**config.mk**
```make
export PLATFORM = sky130hd
export DESIGN_NAME = fft_peak_detect
export DESIGN_NICKNAME = d
export VERILOG_FILES = /design/src/rtl/fft_pkg.sv /design/src/rtl/fft_bin_mag.sv /design/src/rtl/fft_peak_detect.sv
export SDC_FILE = /design/constraint.sdc
export NUM_CORES = 2
export LEC_CHECK = 0
export BUFFER_PORTS_ARGS = -buffer_cell sky130_fd_sc_hd__buf_2
export CELL_PAD_IN_SITES_DETAIL_PLACEMENT = 1
export CELL_PAD_IN_SITES_GLOBAL_PLACEMENT = 1
export CORE_ASPECT_RATIO = 2
export CORE_UTILIZATION = 50
export CTS_BUF_LIST = sky130_fd_sc_hd__clkbuf_2 sky130_fd_sc_hd__clkbuf_4 sky130_fd_sc_hd__clkbuf_8
export CTS_CLUSTER_DIAMETER = 150
export DETAILED_ROUTE_END_ITERATION = 6
export GPL_ROUTABILITY_DRIVEN = 0
export PLACE_DENSITY_LB_ADDON = 0.1
export SLEW_MARGIN = 10
export SYNTH_ARGS = -nofsm -noshare
export SYNTH_HDL_FRONTEND = slang
export SYNTH_HIERARCHICAL = 1
export SYNTH_SLANG_ARGS = --single-unit
```
**constraint.sdc**
```tcl
create_clock -name clk -period 17.8 [get_ports clk]
set_input_delay 0 -clock clk [delete_from_list [all_inputs] [get_ports clk]]
set_output_delay 0 -clock clk [all_outputs]
set_load 0.05 [all_outputs]
```
**src/rtl/fft_pkg.sv**
```systemverilog
// rtl/fft_pkg.sv - shared constants, state encoding and bin-field helpers for the FFT peak detector
package fft_pkg;

  localparam int N_BINS         = 16;
  localparam int BIN_IDX_W      = 4;
  localparam int DATA_W         = 32;
  localparam int RE_MSB         = 31;
  localparam int RE_LSB         = 16;
  localparam int IM_MSB         = 15;
  localparam int IM_LSB         = 0;
  localparam int DEFAULT_FRAMES = 64;
  localparam int ABS_MAG_W      = 17;

  typedef enum logic {
    IDLE = 1'b0,
    SCAN = 1'b1
  } state_t;

  typedef logic [DATA_W-1:0] bin_word_t;

  function automatic logic signed [15:0] bin_re(input bin_word_t w);
    return w[RE_MSB:RE_LSB];
  endfunction

  function automatic logic signed [15:0] bin_im(input bin_word_t w);
    return w[IM_MSB:IM_LSB];
  endfunction

endpackage

```
**src/rtl/fft_bin_mag.sv**
```systemverilog
// rtl/fft_bin_mag.sv - combinational bin magnitude; FFT_PEAK_MAG_ABS_EN selects |re|+|im| over re^2+im^2
module fft_bin_mag
  import fft_pkg::*;
#(
  parameter int MAG_W = 33
) (
  input  logic [DATA_W-1:0] word,
  output logic [MAG_W-1:0]  mag
);

  logic signed [15:0] re;
  logic signed [15:0] im;

  assign re = bin_re(word);
  assign im = bin_im(word);

`ifdef FFT_PEAK_MAG_ABS_EN
  // 17 bits so that |-32768| and the full sum both fit
  logic [16:0] re_abs;
  logic [16:0] im_abs;

  assign re_abs = re[15] ? (17'd0 - {re[15], re}) : {1'b0, re};
  assign im_abs = im[15] ? (17'd0 - {im[15], im}) : {1'b0, im};
  assign mag    = MAG_W'(re_abs + im_abs);
`else
  logic signed [31:0] re_x;
  logic signed [31:0] im_x;
  logic signed [31:0] re_sq;
  logic signed [31:0] im_sq;
  logic [32:0]        sq_sum;

  assign re_x   = 32'(re);
  assign im_x   = 32'(im);
  assign re_sq  = re_x * re_x;
  assign im_sq  = im_x * im_x;
  assign sq_sum = {1'b0, re_sq} + {1'b0, im_sq};
  assign mag    = MAG_W'(sq_sum);
`endif

endmodule

```
**src/rtl/fft_peak_detect.sv**
```systemverilog
// rtl/fft_peak_detect.sv - per-frame peak-bin search with frame counting; FFT_PEAK_MAG_ABS_EN selects abs magnitude
module fft_peak_detect
  import fft_pkg::*;
#(
  parameter int FRAMES = DEFAULT_FRAMES,
  parameter int MAG_W  = 33
) (
  input  logic               clk,
  input  logic               rst,
  input  logic               fft_valid,
  input  logic signed [31:0] fft_d0,
  input  logic signed [31:0] fft_d1,
  input  logic signed [31:0] fft_d2,
  input  logic signed [31:0] fft_d3,
  input  logic signed [31:0] fft_d4,
  input  logic signed [31:0] fft_d5,
  input  logic signed [31:0] fft_d6,
  input  logic signed [31:0] fft_d7,
  input  logic signed [31:0] fft_d8,
  input  logic signed [31:0] fft_d9,
  input  logic signed [31:0] fft_d10,
  input  logic signed [31:0] fft_d11,
  input  logic signed [31:0] fft_d12,
  input  logic signed [31:0] fft_d13,
  input  logic signed [31:0] fft_d14,
  input  logic signed [31:0] fft_d15,
  output logic [3:0]         freq,
  output logic               freq_valid,
  output logic               done,
  output logic               overrun
);

`ifdef FFT_PEAK_MAG_ABS_EN
  localparam int M_W = ABS_MAG_W;
`else
  localparam int M_W = MAG_W;
`endif
  localparam int CNT_W = (FRAMES > 1) ? $clog2(FRAMES) : 1;

  bin_word_t            din    [N_BINS];
  bin_word_t            bins_q [N_BINS];
  state_t               state, next_state;
  logic [BIN_IDX_W-1:0] idx;
  logic [BIN_IDX_W-1:0] arg_q;
  logic [BIN_IDX_W-1:0] final_arg;
  logic [M_W-1:0]       mag;
  logic [M_W-1:0]       max_q;
  logic [CNT_W-1:0]     frame_cnt;
  logic                 last_bin;
  logic                 accept;
  logic                 better;

  assign din[0]  = fft_d0;
  assign din[1]  = fft_d1;
  assign din[2]  = fft_d2;
  assign din[3]  = fft_d3;
  assign din[4]  = fft_d4;
  assign din[5]  = fft_d5;
  assign din[6]  = fft_d6;
  assign din[7]  = fft_d7;
  assign din[8]  = fft_d8;
  assign din[9]  = fft_d9;
  assign din[10] = fft_d10;
  assign din[11] = fft_d11;
  assign din[12] = fft_d12;
  assign din[13] = fft_d13;
  assign din[14] = fft_d14;
  assign din[15] = fft_d15;

  fft_bin_mag #(.MAG_W(M_W)) u_mag (
    .word (bins_q[idx]),
    .mag  (mag)
  );

  // Bin 0 seeds the running max; strict compare keeps the lowest index on ties
  assign better    = (idx == '0) || (mag > max_q);
  assign final_arg = better ? idx : arg_q;

  always_comb begin
    next_state = state;
    last_bin   = 1'b0;
    accept     = 1'b0;
    case (state)
      IDLE: begin
        if (fft_valid) begin
          accept     = 1'b1;
          next_state = SCAN;
        end
      end
      SCAN: begin
        if (idx == BIN_IDX_W'(N_BINS - 1)) begin
          last_bin   = 1'b1;
          accept     = fft_valid;
          next_state = fft_valid ? SCAN : IDLE;
        end
      end
    endcase
  end

  always_ff @(posedge clk or posedge rst) begin
    if (rst) state <= IDLE;
    else     state <= next_state;
  end

  always_ff @(posedge clk or posedge rst) begin
    if (rst) begin
      idx        <= '0;
      max_q      <= '0;
      arg_q      <= '0;
      freq       <= '0;
      freq_valid <= 1'b0;
      done       <= 1'b0;
      overrun    <= 1'b0;
      frame_cnt  <= '0;
      for (int i = 0; i < N_BINS; i++) bins_q[i] <= '0;
    end else begin
      freq_valid <= last_bin;
      done       <= last_bin && (frame_cnt == CNT_W'(FRAMES - 1));

      // Bin 15 is read combinationally before this edge overwrites the buffer
      if (accept) bins_q <= din;

      if (state == SCAN && better) begin
        max_q <= mag;
        arg_q <= idx;
      end

      if (accept)             idx <= '0;
      else if (state == SCAN) idx <= idx + 1'b1;

      if (last_bin) begin
        freq      <= final_arg;
        frame_cnt <= (frame_cnt == CNT_W'(FRAMES - 1)) ? '0 : frame_cnt + 1'b1;
      end

      if (fft_valid && state == SCAN && !last_bin) overrun <= 1'b1;
    end
  end

endmodule

```
==> flow_summary_export.csv, run 1 <==
group,metric,value,unit
status,run_status,"did not finish",
status,lastStage,"5_1_grt",
status,error_line,"[ERROR GRT-0232] Routing congestion too high. Check the congestion heatmap in the GUI.",
synthesis,synth.lib_cells_used.distinct,78,
floorplanning,die_w,214,um
synthesis,ys_warn_count,6,
clock_network,cts_root_buffer,"sky130_fd_sc_hd__clkbuf_8",
synthesis,mappedNetlistNets,4952,
synthesis,postSynthCellCount,3719,
placement,portBuffers,521,
floorplanning,effective_utilization_at_floorplan,50.5,%
global_routing,track_usage,76.0,%
clock_network,cts_inserted_buffers,85,
global_routing,grt_max_degree,109,
synthesis,synth_top_flop_cell,"sky130_fd_sc_hd__dfrtp_1",
synthesis,postSynth.asyncResetShare,100,%
synthesis,synth.yosys.seq_area_share,31.5,%
synthesis,synth_enable_flop_cells,0,
global_routing,grt-ovfl-total,7,
global_routing,antenna_violations_before_repair,105,
floorplanning,top_level_ports,522,
floorplanning,floorplan.rows,155,
synthesis,postSynthRegisterBits,567,
clock_network,number_of_post_cts_setup_repair_buffers,0,
synthesis,mappedNetlistArea,45100,um2
synthesis,syn_area_per_cell,12.1,um2
clock_network,max-clock-path-buffers,3,
clock_network,cts_max_level,3,
clock_network,cts_sinks,567,
floorplanning,die_height,427,um
placement,hpwl,111000,um
-- Yosys cell counts, types with 5 or more instances --
| master | number | share of area [%] |
|---|---|---|
| sky130_fd_sc_hd__mux4_2 | 160 | 8.0 |
| sky130_fd_sc_hd__o21ai_1 | 8 | 0.089 |
| sky130_fd_sc_hd__fa_1 | 476 | 21 |
| sky130_fd_sc_hd__buf_2 | 45 | 0.50 |
| sky130_fd_sc_hd__o21ai_0 | 34 | 0.38 |
| sky130_fd_sc_hd__mux2_2 | 521 | 13 |
| sky130_fd_sc_hd__nand2_1 | 201 | 1.7 |
| sky130_fd_sc_hd__a211oi_1 | 8 | 0.13 |
| sky130_fd_sc_hd__a21oi_1 | 90 | 1.0 |
| sky130_fd_sc_hd__inv_1 | 706 | 5.9 |
| sky130_fd_sc_hd__o211ai_1 | 5 | 0.083 |
| sky130_fd_sc_hd__xnor2_1 | 91 | 1.8 |
| sky130_fd_sc_hd__nor2_1 | 109 | 0.91 |
| sky130_fd_sc_hd__buf_1 | 13 | 0.11 |
| sky130_fd_sc_hd__nand4_1 | 8 | 0.11 |
| sky130_fd_sc_hd__xor2_1 | 23 | 0.45 |
| sky130_fd_sc_hd__a21o_1 | 34 | 0.57 |
| sky130_fd_sc_hd__clkbuf_1 | 81 | 0.67 |
| sky130_fd_sc_hd__nand3_1 | 19 | 0.21 |
| sky130_fd_sc_hd__and3_1 | 9 | 0.12 |
| sky130_fd_sc_hd__o21a_1 | 12 | 0.20 |
| sky130_fd_sc_hd__ha_1 | 242 | 6.7 |
| sky130_fd_sc_hd__nor2b_1 | 15 | 0.21 |
| sky130_fd_sc_hd__and2_1 | 79 | 1.1 |
| sky130_fd_sc_hd__and4_1 | 6 | 0.12 |
| sky130_fd_sc_hd__a31oi_1 | 7 | 0.097 |
| sky130_fd_sc_hd__o21bai_1 | 12 | 0.20 |
| sky130_fd_sc_hd__nor3_1 | 11 | 0.12 |
| sky130_fd_sc_hd__a31o_2 | 5 | 0.097 |
| sky130_fd_sc_hd__dfrtp_1 | 567 | 31 |
| sky130_fd_sc_hd__mux2_4 | 30 | 1.0 |
| sky130_fd_sc_hd__nand2b_1 | 15 | 0.21 |
-- through the flow --
step           cell area (um2)  cells  util, %  setup WS, ns  hold slack, ns
2_1_floorplan            45100   3719        -          1.94           0.108
3_3_place_gp             48700   5297     54.6          4.45           0.198
3_5_place_dp             48700   5297     54.6          4.24           0.198
4_1_cts                  59500   6341     66.7          4.21       0.0000259
-- repair_timing --
item	in CTS
resized for setup	0
endpoints found under the hold margin	625
hold buffers	892
-- per-layer routing --
| layer | GRT overflow | GRT usage (%) |
|---|---|---|
| met5 | 0 | 39.7 |
| met2 | 1 | 92.8 |
| met4 | 5 | 80.5 |
| met3 | 1 | 63.2 |
| met1 | 0 | 71.1 |
-- cell families after synthesis --
logic type	after synthesis	synth area share [%]
flip-flops	567	31.5
buffers and inverters	850	7.31
multiplexers	713	22.0
XOR/XNOR	114	2.21
AO/OA/AOI/OAI	264	3.94
adder cells (fa/ha/maj)	718	27.9
AND/OR/NAND/NOR	493	5.17
==> run 2: changes to the inputs <==
==> config.mk (replaced) <==
export PLATFORM = sky130hd
export DESIGN_NAME = fft_peak_detect
export DESIGN_NICKNAME = d
export VERILOG_FILES = /design/src/rtl/fft_pkg.sv /design/src/rtl/fft_bin_mag.sv /design/src/rtl/fft_peak_detect.sv
export SDC_FILE = /design/constraint.sdc
export NUM_CORES = 2
export LEC_CHECK = 0
export BUFFER_PORTS_ARGS = -buffer_cell sky130_fd_sc_hd__buf_2
export CORE_UTILIZATION = 40
export DETAILED_ROUTE_END_ITERATION = 6
export GPL_ROUTABILITY_DRIVEN = 0
export PLACE_DENSITY_LB_ADDON = 0.15
export SLEW_MARGIN = 10
export SYNTH_ARGS = -nofsm -noshare
export SYNTH_HDL_FRONTEND = slang
export SYNTH_HIERARCHICAL = 1
export SYNTH_SLANG_ARGS = --single-unit
==> run 2 against run 1 <==
Effect of this change:
- the flow now finishes without violations
- synthesized cell count stayed put
- synthesized area stayed put
==> flow_summary_export.csv, run 2 <==
group,metric,value,unit
status,run_status,"completed",
global_routing,track_usage,22.5,%
synthesis,postSynthCellCount,3719,
cells_and_area,max_flop_register,"bins_q",
clock_network,clk_transition_reported_paths,0.06,ns
drt,avgRoutedWirePerCell,19.9,um
floorplanning,effective_utilization_at_floorplan,40.5,%
clock_network,max-clock-path-buffers,3,
cells_and_area,top_library_cells_by_usage_in_the_layout_fill_and_taps_aside,"sky130_fd_sc_hd__inv_1, sky130_fd_sc_hd__dfrtp_1, sky130_fd_sc_hd__mux2_2, sky130_fd_sc_hd__buf_2, sky130_fd_sc_hd__dlygate4sd3_1",
synthesis,postSynth.asyncResetShare,100,%
cells_and_area,largest_register_ff_count,512,
synthesis,ys_warn_count,6,
placement,hpwl,95700,um
drt,drt_first_pass_iters,5,
synthesis,mappedNetlistNets,4952,
worst_setup_path,worst_path_max_delay_cell,"sky130_fd_sc_hd__buf_4",
synthesis,most_frequent_cells_after_synthesis,"sky130_fd_sc_hd__inv_1, sky130_fd_sc_hd__dfrtp_1, sky130_fd_sc_hd__mux2_2",
global_routing,antenna_violations_before_repair,59,
timing,hold_violations,0,
synthesis,post-synth-top-area-fraction,31.5,%
worst_setup_path,crit_path_frequent_cell,"sky130_fd_sc_hd__fa_1",
timing,finalWorstPathRequiredPeriod,13.12,ns
drt,ant_nets,0,
synthesis,yosys.area.top_type,"sky130_fd_sc_hd__dfrtp_1",
synthesis,synth.yosys.seq_area_share,31.5,%
run,number_of_maximum_capacitance_constraint_violations,0,
clock_network,cts_max_level,3,
worst_setup_path,worst-endpoint-required,18.31,ns
cells_and_area,layout.cells.most_common,"sky130_fd_sc_hd__inv_1",
clock_network,cts_resized,0,
floorplanning,die_height,338,um
drt,route.detailed.vias_per_inst,4.97,
worst_hold_path,worstHoldPathType,"input pin to asynchronous set/reset pin",
global_routing,grt_max_degree,175,
clock_network,cts_inserted_buffers,69,
drt,postRouteWirelength,125000,um
worst_setup_path,timing.critical_path.arrival,13.63,ns
clock_network,worstSkewPairLatency,0.63,ns
clock_network,cts_sinks,567,
drt,num_vias,31200,
clock_network,tritoncts,"done",
timing,setup_violators_final,0,
timing,fin_crit_sh,73.7,%
synthesis,synth.top_cells.by_area,"sky130_fd_sc_hd__dfrtp_1, sky130_fd_sc_hd__fa_1, sky130_fd_sc_hd__mux2_2",
worst_setup_path,timing.critical_path.from_type,"register",
timing,setup_repair_after_global_routing_missed_its_margin,"no",
floorplanning,floorplan.rows,122,
floorplanning,core_region_area,111000,um2
clock_network,number_of_post_cts_setup_repair_buffers,0,
synthesis,yosys.cell_count.top_type,"sky130_fd_sc_hd__inv_1",
worst_setup_path,end_kind,"register",
timing,layout_setup_ws,4.68,ns
floorplanning,die_w,338,um
cells_and_area,drive_above_1_share,29.3,%
global_routing,grt_pass1_vias,34300,
cells_and_area,reg.largest.list,"bins_q: 512 flops, max_q: 33 flops, frame_cnt: 6 flops",
timing,timing_worst_slew_pin_value,1.13,ns
worst_setup_path,critPathKind,"register to register",
global_routing,grt_pass1_wl,196000,um
timing,finalSetupTns,0,ns
clock_network,cts_root_buffer,"sky130_fd_sc_hd__clkbuf_16",
drt,drt_iter0_drc,1570,
global_routing,grt-ovfl-total,0,
cells_and_area,area_growth_syn_to_fin,25.7,%
synthesis,synth_enable_flop_cells,0,
synthesis,mappedNetlistArea,45100,um2
cells_and_area,final_core_util,50.9,%
floorplanning,floorplan_die_area,114000,um2
clock_network,postCtsHoldBufs,514,
timing,worst_clock_skew,0.0270,ns
drt,drc,0,
synthesis,synth.lib_cells_used.distinct,78,
worst_setup_path,worstPathMaxFanout,58,
cells_and_area,fillCellCount,9860,
floorplanning,top_level_ports,522,
synthesis,syn_area_per_cell,12.1,um2
timing,holdWs,0.101,ns
synthesis,synth_top_flop_cell,"sky130_fd_sc_hd__dfrtp_1",
timing,finalMaxSlewViolations,0,
worst_setup_path,cp_slowest_stage_delay,0.85,ns
cells_and_area,nNetsFinal,5935,
synthesis,postSynthRegisterBits,567,
placement,post_place_setup_slack,4.69,ns
timing,worst_slew_margin_rel,25.0,%
placement,portBuffers,521,
timing,fmax,0.0762,GHz
[run 2: routing by layer]
layer  track usage (%)  wire length [um]  up-vias
met1              29.1             52800    16000
li1                  -                 -    14300
met4              6.77              3200       38
met5                 0               228        -
met3              5.08              7240      216
met2              37.4             61500      751
[run 2: final timing paths]
kind	from	endpoint	slack (ns)	cells past startpoint
max	idx[1]	max_q[31]	4.68	41
min	rst	bins_q[149]	0.10	3
max reg2reg	idx[1]	max_q[31]	4.68	41
min reg2reg	frame_cnt[2]	frame_cnt[2]	0.50	1
max in group asynchronous	rst	bins_q[132]	13.83	7
min in group clk	fft_d5[22]	bins_q[342]	0.13	3
[run 2: stage by stage]
stage / cells / area [um2]
global placement: 5605 / 49100
finish: 6283 / 56700
detailed placement: 5605 / 49100
floorplan: 3719 / 45100
global route: 6279 / 56700
CTS: 6240 / 56600
[run 2: layout make-up]
| class | instances | area [um2] | area share (%) |
|---|---|---|---|
| multi-input combinational | 2302 | 27600 | 48.7 |
| inverter | 708 | 2670 | 4.70 |
| sequential | 567 | 14200 | 25.1 |
| tap | 1488 | 1860 | 3.29 |
| timing repair buffer | 1054 | 7930 | 14.0 |
| clock inverter | 19 | 258 | 0.455 |
| antenna | 43 | 108 | 0.190 |
| clock buffer | 102 | 2030 | 3.59 |
[run 2: critical path, delay by kind of cell (launching register included)]
family                   cells  cell delay [ns]
XOR/XNOR                     2             0.44
adder cells (fa/ha/maj)      9             4.09
buffers and inverters        7             2.14
AO/OA/AOI/OAI               14             2.98
AND/OR/NAND/NOR              6             0.89
multiplexers                 3             1.51
flip-flops                   1             0.83
[run 2: kinds of logic (layout without fill, tap and decap cells)]
group / Yosys count / in the layout / synth area share (%)
xor gates and xnor gates: 114 / 114 / 2.21
AOI/OAI and AO/OA: 264 / 264 / 3.94
DFF: 567 / 567 / 31.5
muxes: 713 / 713 / 22.0
adders and majority gates: 718 / 718 / 27.9
other: 0 / 43 / 0
and+or+nand+nor: 493 / 493 / 5.17
buffers and inverters: 850 / 1883 / 7.31
Power of run 2 is not shown: default switching activity piles up to over one toggle a cycle in this logic, so the estimate is an artifact.
